$ cat config.mk
export PLATFORM = sky130hd
export DESIGN_NAME = distram_fifo_axis_reader
export DESIGN_NICKNAME = d
export VERILOG_FILES = /design/src/rtl/distram_fifo_axis_reader.sv
export SDC_FILE = /design/constraint.sdc
export NUM_CORES = 1
export LEC_CHECK = 0
export BUFFER_PORTS_ARGS = -buffer_cell sky130_fd_sc_hd__buf_2
export CAP_MARGIN = 20
export CELL_PAD_IN_SITES_DETAIL_PLACEMENT = 0
export CELL_PAD_IN_SITES_GLOBAL_PLACEMENT = 1
export CORE_MARGIN = 2
export CORE_UTILIZATION = 35
export DETAILED_ROUTE_END_ITERATION = 10
export PLACE_DENSITY_LB_ADDON = 0.08
export SLEW_MARGIN = 20
export SYNTH_ARGS = -nofsm -noshare
export SYNTH_HDL_FRONTEND = slang
export SYNTH_SLANG_ARGS = --single-unit
$ cat constraint.sdc
create_clock -name clk -period 3.5 [get_ports clk]
set_input_delay 0.7 -clock clk [delete_from_list [all_inputs] [get_ports clk]]
set_output_delay 0.7 -clock clk [all_outputs]
set_load 0.01 [all_outputs]
$ cat src/rtl/distram_fifo_axis_reader.sv
// Read-side consumer for the distributed-RAM FIFO: issues credit-limited reads and
// re-times the fixed-latency read data into an AXI4-Stream master through a skid buffer.
module distram_fifo_axis_reader #(
    parameter int DATA_WIDTH   = 64,
    parameter int READ_LATENCY = 2,
    parameter int BUF_DEPTH    = 4,
    parameter int CNT_BITS     = 3
) (
    input  logic                  clk,
    input  logic                  reset_n,
    input  logic                  fifo_empty,
    output logic                  fifo_re,
    input  logic                  fifo_valid,
    input  logic [DATA_WIDTH-1:0] fifo_dout,
    output logic                  m_axis_tvalid,
    input  logic                  m_axis_tready,
    output logic [DATA_WIDTH-1:0] m_axis_tdata,
    output logic [CNT_BITS-1:0]   buf_count,
    output logic                  overflow_err
);

    localparam int PTR_BITS = (BUF_DEPTH > 1) ? $clog2(BUF_DEPTH) : 1;
    localparam logic [CNT_BITS:0]   DEPTH_WIDE = (CNT_BITS + 1)'(BUF_DEPTH);
    localparam logic [CNT_BITS-1:0] DEPTH_CNT  = CNT_BITS'(BUF_DEPTH);

    if (BUF_DEPTH < READ_LATENCY + 2) begin : g_depth_check
        $error("BUF_DEPTH must be at least READ_LATENCY+2");
    end
    if ((1 << (CNT_BITS - 1)) < BUF_DEPTH) begin : g_cnt_check
        $error("CNT_BITS too narrow for BUF_DEPTH");
    end

    logic [DATA_WIDTH-1:0] buf_q [BUF_DEPTH];
    logic [DATA_WIDTH-1:0] buf_d [BUF_DEPTH];
    logic [PTR_BITS-1:0]   wr_ptr_q, wr_ptr_d;
    logic [PTR_BITS-1:0]   rd_ptr_q, rd_ptr_d;
    logic [CNT_BITS-1:0]   buf_count_q, buf_count_d;
    logic [CNT_BITS-1:0]   inflight_q, inflight_d;
    logic                  overflow_q, overflow_d;

    logic                  full;
    logic                  push;
    logic                  pop;
    logic [CNT_BITS:0]     credit_used;

    // A read is only issued when every outstanding read plus every buffered beat
    // still leaves a free slot, so returning data always has somewhere to land.
    always_comb begin
        credit_used = {1'b0, inflight_q} + {1'b0, buf_count_q};
        fifo_re     = reset_n & ~fifo_empty & (credit_used < DEPTH_WIDE);
    end

    // AXI-S handshake: a beat transfers on a cycle where tvalid and tready are both
    // high; tvalid never drops and tdata never changes until that transfer happens.
    always_comb begin
        full = (buf_count_q == DEPTH_CNT);
        pop  = (buf_count_q != '0) & m_axis_tready;
        push = fifo_valid & (~full | pop);

        buf_d       = buf_q;
        wr_ptr_d    = wr_ptr_q;
        rd_ptr_d    = rd_ptr_q;
        buf_count_d = buf_count_q;
        inflight_d  = inflight_q;
        overflow_d  = overflow_q;

        // When full with a pop, wr_ptr equals rd_ptr: the outgoing beat is consumed
        // this cycle, so overwriting its slot at the edge is safe.
        if (push) begin
            buf_d[wr_ptr_q] = fifo_dout;
            wr_ptr_d        = wr_ptr_q + PTR_BITS'(1);
        end
        if (pop) begin
            rd_ptr_d = rd_ptr_q + PTR_BITS'(1);
        end

        case ({push, pop})
            2'b10:   buf_count_d = buf_count_q + CNT_BITS'(1);
            2'b01:   buf_count_d = buf_count_q - CNT_BITS'(1);
            default: buf_count_d = buf_count_q;
        endcase

        if (fifo_valid & full & ~pop) begin
            overflow_d = 1'b1;
        end

        case ({fifo_re, fifo_valid})
            2'b10:   inflight_d = inflight_q + CNT_BITS'(1);
            2'b01:   inflight_d = inflight_q - CNT_BITS'(1);
            default: inflight_d = inflight_q;
        endcase
    end

    always_ff @(posedge clk) begin
        if (!reset_n) begin
            for (int i = 0; i < BUF_DEPTH; i++) begin
                buf_q[i] <= '0;
            end
            wr_ptr_q    <= '0;
            rd_ptr_q    <= '0;
            buf_count_q <= '0;
            inflight_q  <= '0;
            overflow_q  <= 1'b0;
        end else begin
            buf_q       <= buf_d;
            wr_ptr_q    <= wr_ptr_d;
            rd_ptr_q    <= rd_ptr_d;
            buf_count_q <= buf_count_d;
            inflight_q  <= inflight_d;
            overflow_q  <= overflow_d;
        end
    end

    assign m_axis_tvalid = (buf_count_q != '0);
    assign m_axis_tdata  = buf_q[rd_ptr_q];
    assign buf_count     = buf_count_q;
    assign overflow_err  = overflow_q;

endmodule

---- Word-level counts from Yosys, hierarchy flattened ----
Index checks and enable logic that the tools add are counted.
cells by class
  $add $sub $neg .......................... 7
  multiply operators ...................... 0
  div/mod/pow operators ................... 0
  $lt $le $gt $ge ......................... 4
  eq/ne operators ......................... 5
  shift operators ......................... 0
  muxes and demuxes ....................... 8
  bitwise gates (word level) .............. 12
  reductions and logical operators ........ 4
operators by type and width
  operator                                                    count
  bitwise mux 256 bit                                         1
  two-way mux 64 bit                                          3
  binary-select mux 64 bit (select 2 bit)                     1
  demux 64 bit (select 2 bit)                                 1
  case mux 3 bit (2 select lines)                             2
  adder 3 x 1 -> 3 bit, second input constant                 2
  bitwise AND 1 bit                                           6
  >= comparator 3 bit, second input constant                  2
  NOT 2 -> 3 bit                                              2
  subtractor 3 x 1 -> 3 bit, second input constant            2
  adder 2 x 1 -> 2 bit, second input constant                 2
  adder 3 x 3 -> 4 bit                                        1
  equality test 2 x 1 -> 1 bit, second input constant         2
  equality test 2 bit, second input constant                  2
  less-than comparator 4 x 3 -> 1 bit, second input constant  1
  nonzero test 2 bit                                          2
  equality test 3 bit, second input constant                  1
  less-than comparator 3 x 1 -> 1 bit, second input constant  1
  NOT 1 bit                                                   3
  nonzero test 3 bit                                          1
  logical AND 1 bit                                           1
  OR 1 bit                                                    1
word-level totals
  flip-flop bits (word level) ............. 267
  bits in latches ......................... 0
  memory bits (writable) .................. 0
  memory bits (read-only) ................. 0
  input bits .............................. 69
  output and inout bits ................... 70
  word-level logic and storage cells ...... 49
  memories kept ........................... 0

---- Logic depth before layout (Yosys ltp) ----
Gate-level depths: netlist (run 1).
  depth in word-level cells ............... 6
  mapped depth ............................ 10

---- Least setup slack after synthesis (run 1) ----
No wires, ideal clock.
  kind .................................... in2reg
  start ................................... in reset_n
  end ..................................... reg inflight_q[2]
  arrival time ............................ 2549 ps
  data required time ...................... 3424 ps
  path slack .............................. 876 ps
  stages on the path ...................... 9
  buffers on the path ..................... 1
  path through ............................ buf_2 or4b_1 a311o_1 ha_1 inv_1 fa_1 xor2_1 or3_1 a21boi_0
between the ends
  longest elaborated chain between the ends .. 4
  elaborated cells between the ends (all ways) .. 6
RTL lines
  element                                                                       line  source
  start, declared                                                               10    input logic reset_n,
  bitwise AND 1 bit (2 in series)                                               50    fifo_re = reset_n & ~fifo_empty & (credit_used < DEPTH_WIDE);
  equality test 2 x 1 -> 1 bit / equality test 2 bit (equally long branches)    87    case ({fifo_re, fifo_valid})
  case mux 3 bit (2 select lines) / nonzero test 2 bit (equally long branches)  -
  end signal, assigned                                                          109   inflight_q <= inflight_d;
  end, declared                                                                 38    logic [CNT_BITS-1:0] inflight_q, inflight_d;
Several ways; a longest one is shown, not always the timed one.
A chain may end at the register's enable or synchronous reset.

---- Worst setup path in the final report (run 1) ----
  start ................................... reg buf_count_q[2] (netlist: buf_count[2])
  end ..................................... out fifo_re
between the ends
  longest elaborated chain between the ends .. 3
RTL lines
  element                              line  source
  start, declared                      37    logic [CNT_BITS-1:0] buf_count_q, buf_count_d;
  start signal, assigned               108   buf_count_q <= buf_count_d;
  adder 3 x 3 -> 4 bit                 49    credit_used = {1'b0, inflight_q} + {1'b0, buf_count_q};
  less-than comparator 4 x 3 -> 1 bit  50
  bitwise AND 1 bit                    50
  end, declared                        12    output logic fifo_re,
No other way between the ends.

==> flow_summary.yaml, run 1 <==
sta:
  worstMarginPinSlew_ps: 825.0
  finalHoldViolations: 0
  tns_ps: 0
  rsz0062_at_grt: "no"
  fin_worst_skew_ps: 9.445
  finalSetupViolCount: 0
  max_freq_mhz: 334.7
  report.final.slew_viol_count: 0
  layout_setup_ws_ps: 512.6
  period_minus_slack_ps: 2987
  post-route-period-util_pct: 85.35
  slew_headroom_pct: 45.00
  hold_slack_ps: 449.9
critical_path:
  cp_data_required_time_ps: 2800
  r2r_slack_ps: 880
  crit_buf_inv: 2
  rr_worst_depth: 9
  crit_chain: "ha_1 -> or4b_1 -> a311o_1 -> inv_1 -> buf_2"
  arrival_ps: 2290
  worstSetupStartpointType: "flop"
  crit_slowest_cell: "or4b_1"
  timing.critical_path.to_type: "output port"
  timing.rr.end: "inflight_q[2]"
  crit_type: "flop to output port"
  rr_startpoint: "buf_count[2]"
  worst-path-max-fanout: 8
  slowest_delay_ps: 490
  cp_top_family: "simple AND/OR/NAND/NOR gates"
global_routing:
  antenna_found_initial: 3
  grt_pass1_wl_um: 42970
  grt_pass1_vias: 7678
  gr-total-overflow: 0
  grt_usage_pct: 15.77
  grt_start_max_net_pins: 173
die:
  initial_core_util_pct: 35.55
  dieHeight_um: 185.8
  io_pins: 139
  coreArea_mm2: 0.03254
  num_rows: 66
  design.die.area_mm2: 0.03452
  die_w_um: 185.8
cts:
  cts_tree: "built"
  clk_latency_ps: 550
  cts_setup_buffers: 0
  cts-resized-gates: 0
  path_clk_slew_ps: 60
  clockBufferDepth: 3
  cts_root_buf: "clkbuf_16"
  clock-sinks: 267
  cts_max_level: 1
  cts_buffers: 31
  hold_buffers: 0
final_layout:
  syn2layout_area_growth_pct: 17.76
  drive_gt1_share_pct: 23.35
  postLayoutCellArea_mm2: 0.01362
  seq_area_mm2: 0.005353
  multi_input_area_mm2: 0.005705
  finalNetCount: 1238
  n_fill_cell: 3233
synthesis:
  yosysWarningCount: 0
  synthAdderAreaFrac_pct: 1.211
  synth_top_family_by_area: "multiplexers"
  synth_area_leaders: "dfxtp_1 (46%), mux2i_1 (22%), mux4_2 (12%)"
  synth_most_common_cell: "nand2_1"
  yosys.area_share.simple_pct: 12.21
  synth-async-reset-ratio_pct: 0
  synth-edff-count: 0
  synth_compound_area_share_pct: 0.5841
  yosys-top-cells-count: "nand2_1 (330), dfxtp_1 (267), mux2i_1 (258)"
  syn_area_per_cell_um2: 11.04
  synth-main-ff-cell: "dfxtp_1"
  syn-num-nets: 1127
  synth_xor_area_share_pct: 0.4543
  synth_cell_type_count: 25
  syn_area_mm2: 0.01157
  ys_seq_area_share_pct: 46.21
  synth_top_cell_by_area: "dfxtp_1"
  synth-seq-cells: 267
  syn_inst: 1048
  synth_top_area_share_pct: 46.21
  muxShareOfSynthArea_pct: 34.79
min_path:
  hp-class: "flop to flop"
  min_path_cells: 2
  worst_hold_path.endpoint: "buf_q[152]"
  hp-start: "buf_q[152]"
power:
  p_leak_uw: 0.005097
  p_total_uw: 8226
  power_density_mw_per_mm2: 603.9
  max-vdd-ir-drop_mv: 0.3587
routing:
  drtAntennaViolNets: 0
  wl_um: 27330
  vias: 7676
  routedWlPerCell_um: 16.82
  first_pass_iters: 4
  vias_per_cell: 4.724
  drc_errors: 0
  drt_iter0_markers: 352
placement:
  dp_hpwl_um: 15670
  globalplace.congestion: 0.6608
  portBuffers: 138
  place_area_mm2: 0.01257
  post-place-ws_ps: 759.2
outcome:
  status: "finished, final reports clean"
job:
  cap_violations: 0
==> placed cells by master (no fill, tap or decap), types with 6 or more instances in the layout <==
cell type	n
clkinv_2	6
dfxtp_1	265
clkbuf_8	8
nand2_1	330
buf_2	137
buf_12	8
buf_4	8
inv_1	10
ha_1	8
mux4_2	64
clkbuf_16	31
mux2i_1	258
==> state kept, by name (all words and copies together), names as in the netlist <==
signal        flops
inflight_q        3
wr_ptr_q          2
rd_ptr_q          2
overflow_err      1
buf_q           256
buf_count         3
==> worst min-delay path: stages (launching register included) <==
cell and delay [ps]:
dfxtp_1 300, nand2_1 50, mux2i_1 50
==> cells by family after synthesis <==
family	count (synthesis)
flip-flops	267
AND/OR/NAND/NOR	347
AO/OA/AOI/OAI	10
adder cells (fa/ha/maj)	10
buffers and inverters	86
multiplexers	322
XOR/XNOR	6
==> metrics by stage <==
stage / util (%) / std cells
after CTS: 41.86 / 1624
after global routing: 41.86 / 1624
after detailed placement: 38.63 / 1568
final: 41.87 / 1625
after floorplan: - / 1048
after global placement: 38.63 / 1568
==> per-layer routing <==
metal	track usage [%]	vias up	routed length (um)
met5	0	-	23
met4	3.496	4	498
met3	3.307	37	1208
met2	25.89	117	12610
met1	21.35	3692	12990
li1	-	3826	-
==> worst max-delay path by stage <==
stage / start / end / slack [ps] / depth (start not counted)
final: buf_count[2] / fifo_re / 510 / 5
after floorplan: reset_n / inflight_q[2] / 880 / 9
after detailed placement: reset_n / inflight_q[2] / 760 / 9
after global placement: reset_n / inflight_q[2] / 770 / 9
after global routing: buf_count[2] / fifo_re / 400 / 5
after CTS: rd_ptr_q[1] / m_axis_tdata[56] / 460 / 3
==> layout make-up <==
type / count / area share, %
multi-input combinational: 695 / 41.88
sequential: 267 / 39.29
timing repair buffer: 154 / 6.760
clock buffer: 44 / 6.641
tap: 442 / 4.060
clock inverter: 12 / 1.065
inverter: 10 / 0.2756
antenna: 1 / 0.01837
==> power breakdown <==
group	leakage (uW)	switching [uW]	internal [uW]
combinational	0.00241	782	712
sequential	0.00217	196	3250
clock	0.000520	1280	2010
Note: power is estimated with default switching activity, not from simulation.
==> inputs of run 2 (changes only) <==
--- a/config.mk
+++ b/config.mk
@@ -12,6 +12,7 @@
 export CORE_MARGIN = 2
 export CORE_UTILIZATION = 35
 export DETAILED_ROUTE_END_ITERATION = 10
+export GPL_TIMING_DRIVEN = 0
 export PLACE_DENSITY_LB_ADDON = 0.08
 export SLEW_MARGIN = 20
 export SYNTH_ARGS = -nofsm -noshare
==> constraint.sdc (replaced) <==
create_clock -name clk -period 3.5 [get_ports clk]
set_input_delay 0.35 -clock clk [delete_from_list [all_inputs] [get_ports clk]]
set_output_delay 0.35 -clock clk [all_outputs]
set_load 0.01 [all_outputs]
==> flow_summary.yaml, run 2 (synthesized netlist as in run 1, its figures left out) <==
die:
  io_pins: 139
  dieHeight_um: 185.8
  coreArea_mm2: 0.03254
  initial_core_util_pct: 35.55
  design.die.area_mm2: 0.03452
  num_rows: 66
  die_w_um: 185.8
global_routing:
  grt_start_max_net_pins: 15
  grt_usage_pct: 18.34
  grt_pass1_wl_um: 48600
  grt_pass1_vias: 8213
  gr-total-overflow: 0
  antenna_found_initial: 0
critical_path:
  crit_chain: "buf_2 -> buf_1 -> mux4_2 -> buf_2"
  crit_slowest_cell: "buf_1"
  slowest_delay_ps: 630
  worst-path-max-fanout: 10
  rr_worst_depth: 9
  crit_type: "flop to output port"
  timing.critical_path.to_type: "output port"
  cp_data_required_time_ps: 3150
  crit_top_cell: "buf_2"
  arrival_ps: 2590
  worstSetupStartpointType: "flop"
sta:
  finalHoldViolations: 0
  tns_ps: 0
  slew_headroom_pct: 47.98
  fin_worst_skew_ps: 7.948
  post-route-period-util_pct: 84.08
  max_freq_mhz: 339.8
  rsz0062_at_grt: "no"
  period_minus_slack_ps: 2943
  worstMarginPinSlew_ps: 780.3
  report.final.slew_viol_count: 0
  finalSetupViolCount: 0
cts:
  clock-sinks: 267
  cts_setup_buffers: 0
  clk_latency_ps: 550
  hold_buffers: 0
  cts_root_buf: "clkbuf_16"
  cts-resized-gates: 0
  cts_max_level: 1
  cts_buffers: 31
  path_clk_slew_ps: 60
  cts_tree: "built"
  clockBufferDepth: 3
min_path:
  hp-class: "input pin to flop"
  min_path_cells: 3
power:
  seqPwrFrac_pct: 40.4
  p_comb_share_pct: 19.5
  p_leak_uw: 0.005249
  max-vdd-ir-drop_mv: 0.3752
  pwr-share-clk_pct: 40.2
  swShare_pct: 27.90
  p_int_uw: 6043
  switching_power_uw: 2338
  p_total_uw: 8381
  power_density_mw_per_mm2: 604.1
routing:
  drt_iter0_markers: 316
  wl_um: 31660
  drtAntennaViolNets: 0
  routedWlPerCell_um: 18.80
  vias: 8079
  vias_per_cell: 4.798
  drc_errors: 0
  first_pass_iters: 4
placement:
  globalplace.congestion: 0.7187
  portBuffers: 137
  dp.cells: 1627
  dp_hpwl_um: 20560
final_layout:
  finalNetCount: 1297
  top_register: "buf_q"
  fin_cells: 1684
  final_common_cell: "nand2_1"
  final_util_pct: 42.64
  syn2layout_area_growth_pct: 19.94
  layout_common_cells: "nand2_1 (330), dfxtp_1 (267), mux2i_1 (258), buf_2 (149), mux4_2 (64)"
  largest_reg_flops: 256
  drive_gt1_share_pct: 23.61
outcome:
  status: "finished, final reports clean"
job:
  cap_violations: 0
==> run 2: worst max-delay path: cells and delay by family, from the launching register on <==
kind	cells	cell delay, ps
multiplexers	1	440
flip-flops	1	440
buffers and inverters	3	1150
==> run 2: final cells by class <==
class	instances	area [um^2]
inverter	10	37.54
sequential	267	5345
antenna	1	2.502
clock buffer	48	949.7
tap	442	553.0
timing repair buffer	137	685.7
fill	3220	18660
multi-input combinational	695	5697
clock inverter	8	115.1
buffer	76	488.0
==> run 2: through the flow <==
step	instance area, um^2	worst slack (ps)	hold WS (ps)
5_1_grt	13870	464.0	132.5
3_5_place_dp	12810	858.0	443.2
3_3_place_gp	12810	880.5	438.3
4_1_cts	13870	497.2	107.2
6_report	13870	557.1	127.3
2_1_floorplan	11570	973.0	431.5
==> run 2: final timing paths <==
kind         slack, ps         endpoint           from
min                130        buf_q[17]  fifo_dout[17]
min reg2reg        450       buf_q[226]     buf_q[226]
max reg2reg        850    inflight_q[2]   buf_count[2]
max                560  m_axis_tdata[5]    rd_ptr_q[0]
==> run 2: power groups by stage <==
| stage | combinational, uW | clock (uW) | sequential [uW] |
|---|---|---|---|
| after detailed placement | 1660 | 0 | 3450 |
| after floorplan | 1120 | 0 | 3410 |
| after global routing | 1770 | 3570 | 3410 |
| after global placement | 1650 | 0 | 3440 |
| after CTS | 1670 | 3450 | 3380 |
| final | 1630 | 3370 | 3380 |
==> run 2: layer usage <==
| layer | vias to the layer above | GRT usage (%) | wire [um] |
|---|---|---|---|
| met5 | - | 0 | 0 |
| li1 | 3936 | - | - |
| met1 | 3959 | 25.68 | 15420 |
| met2 | 141 | 30.22 | 14540 |
| met3 | 43 | 2.367 | 1107 |
| met4 | 0 | 4.031 | 590 |
==> inputs of run 3 (changes only) <==
--- a/config.mk
+++ b/config.mk
@@ -5,6 +5,7 @@
 export SDC_FILE = /design/constraint.sdc
 export NUM_CORES = 1
 export LEC_CHECK = 0
+export ABC_AREA = 1
 export BUFFER_PORTS_ARGS = -buffer_cell sky130_fd_sc_hd__buf_2
 export CAP_MARGIN = 20
 export CELL_PAD_IN_SITES_DETAIL_PLACEMENT = 0
==> constraint.sdc (replaced) <==
create_clock -name clk -period 2.4 [get_ports clk]
set_input_delay 0.24 -clock clk [delete_from_list [all_inputs] [get_ports clk]]
set_output_delay 0.24 -clock clk [all_outputs]
set_load 0.01 [all_outputs]
==> flow_summary.yaml, run 3 <==
die:
  coreArea_mm2: 0.04279
  die_w_um: 211.6
  dieHeight_um: 211.6
  initial_core_util_pct: 35.23
  num_rows: 76
  io_pins: 139
  design.die.area_mm2: 0.04475
power:
  max-vdd-ir-drop_mv: 0.4914
  swShare_pct: 36.32
  seqPwrFrac_pct: 33.3
  pwr-share-clk_pct: 35.8
  switching_power_uw: 5448
  p_comb_share_pct: 30.9
  p_leak_uw: 0.009126
  power_density_mw_per_mm2: 845.7
  p_int_uw: 9552
cts:
  cts_tree: "built"
  hold_buffers: 0
  clockBufferDepth: 3
  cts_max_level: 2
  clock-sinks: 267
  clk_latency_ps: 540
  cts_buffers: 35
  path_clk_slew_ps: 60
  cts_root_buf: "clkbuf_16"
synthesis:
  synth_cell_type_count: 21
  yosys-top-cells-count: "inv_1 (594), nand2_1 (590), dfxtp_1 (267)"
  syn-num-nets: 2528
  ys_seq_area_share_pct: 35.45
  synth-seq-cells: 267
  synth_area_leaders: "dfxtp_1 (35%), inv_1 (15%), nand2_1 (15%)"
  yosysWarningCount: 0
  synth_most_common_cell: "inv_1"
  syn_area_per_cell_um2: 6.156
  synth-async-reset-ratio_pct: 0
  synth-main-ff-cell: "dfxtp_1"
  synth_top_cell_by_area: "dfxtp_1"
  syn_area_mm2: 0.01508
  synth-edff-count: 0
  synth_top_area_share_pct: 35.45
  syn_inst: 2449
critical_path:
  crit_type: "flop to output port"
  worstSetupStartpointType: "flop"
  r2r_slack_ps: 160
  timing.critical_path.to_type: "output port"
  crit_start: "rd_ptr_q[0]"
  arrival_ps: 2090
  rr_startpoint: "buf_count[2]"
  worst-path-max-fanout: 10
  cp_data_required_time_ps: 2160
sta:
  rsz0062_at_grt: "no"
  hold_slack_ps: 43.03
  layout_setup_ws_ps: 65.60
  slew_headroom_pct: 27.07
  finalHoldViolations: 0
  fin_worst_skew_ps: 15.44
  max_freq_mhz: 428.4
  period_minus_slack_ps: 2334
  finalSetupViolCount: 0
  report.final.slew_viol_count: 0
  worstMarginPinSlew_ps: 1094
  post-route-period-util_pct: 97.27
final_layout:
  seq_area_mm2: 0.005350
  layout_common_cells: "inv_1 (594), nand2_1 (588), dfxtp_1 (265), nor2_1 (261), nand4_1 (258)"
  final_common_cell: "inv_1"
  syn2layout_area_growth_pct: 17.64
  drive_gt1_share_pct: 12.43
  multi_input_area_mm2: 0.006457
  n_fill_cell: 4699
  fin_cells: 3193
  top_register: "buf_q"
  num_antenna_cells: 0
  finalNetCount: 2703
  largest_reg_flops: 256
placement:
  post-place-ws_ps: -63.35
  portBuffers: 137
  globalplace.congestion: 0.8282
  dp_hpwl_um: 37650
  dp.cells: 3132
routing:
  vias: 15130
  drt_iter0_markers: 794
  vias_per_cell: 4.738
  drc_errors: 0
  drtAntennaViolNets: 0
  routedWlPerCell_um: 16.57
  first_pass_iters: 7
  wl_um: 52920
global_routing:
  grt_start_max_net_pins: 12
  gr-total-overflow: 0
  grt_usage_pct: 23.80
  grt_pass1_wl_um: 82290
  grt_pass1_vias: 14210
  antenna_found_initial: 0
outcome:
  status: "finished, final reports clean"
min_path:
  hp-start: "m_axis_tready"
  hp-class: "input pin to flop"
job:
  cap_violations: 0
==> run 3: cell count changes after synthesis, sizes merged, moves of 91 or more <==
| cell | before | now |
|---|---|---|
| mux2i | 258 | 0 |
| buf | 40 | 131 |
| nand2 | 330 | 590 |
| a21oi | 1 | 200 |
| nor2 | 4 | 263 |
| nand4 | 0 | 258 |
| inv | 10 | 596 |
==> run 3: worst paths after layout <==
| path | cells past startpoint | end |
|---|---|---|
| max | 7 | m_axis_tdata[39] |
| min reg2reg | 2 | overflow_err |
| max reg2reg | 14 | buf_count[2] |
| min | 4 | overflow_err |
==> run 3: power by group through the flow <==
stage | clock network (uW) | logic, uW | registers (uW)
after global placement | 0 | 4500 | 5070
after CTS | 5500 | 4620 | 4980
after detailed placement | 0 | 4530 | 5070
after floorplan | 0 | 2830 | 5040
after global routing | 5650 | 5190 | 5030
final | 5370 | 4640 | 4990
==> run 3: cell families after synthesis <==
| logic type | after synthesis | share of synthesized area [%] |
|---|---|---|
| buffers and inverters | 777 | 21.93 |
| and+or+nand+nor | 1125 | 32.71 |
| xor gates and xnor gates | 1 | 0.05810 |
| DFF | 267 | 35.45 |
| AOI/OAI and AO/OA | 269 | 8.929 |
| adders and majority gates | 10 | 0.9295 |
==> run 3: timing repair <==
action / CTS / global route
pin swaps: 0 / 1
endpoints found under the hold margin: 0 / 0
setup buffers: 0 / 1
gates resized for setup: 38 / 35
setup endpoints to repair: 65 / 44
==> run 3: metal layers <==
layer | share of wire [%] | global-route usage (%)
met5 | 0 | 0
met4 | 1.7 | 5.998
met3 | 4.1 | 3.100
met2 | 46 | 39.42
met1 | 48 | 32.69
==> run 3: critical path, cell delays in order (launching register included) <==
cell and delay, ps:
dfxtp_1 340, inv_2 90, buf_4 220, buf_8 210
buf_4 220, a21oi_1 110, a21oi_1 190, buf_2 170
==> run 3: area by class of cell <==
cell class	count	area share, %
Buffer	181	6.589
Clock buffer	54	6.144
Clock inverter	6	0.3245
Inverter	596	12.61
Multi-Input combinational cell	1405	36.41
Sequential cell	267	30.16
Tap cell	546	3.852
Timing Repair Buffer	138	3.908
==> run 3: through the flow <==
stage | total power (uW) | instance area (um^2) | util, % | setup TNS, ps
finish | 15000 | 17740 | 41.45 | 0
global route | 15870 | 17740 | 41.45 | 0
CTS | 15100 | 17660 | 41.28 | 0
detailed placement | 9602 | 16450 | 38.44 | -99.46
global placement | 9567 | 16450 | 38.43 | -6466
floorplan | 7873 | 15080 | - | 0
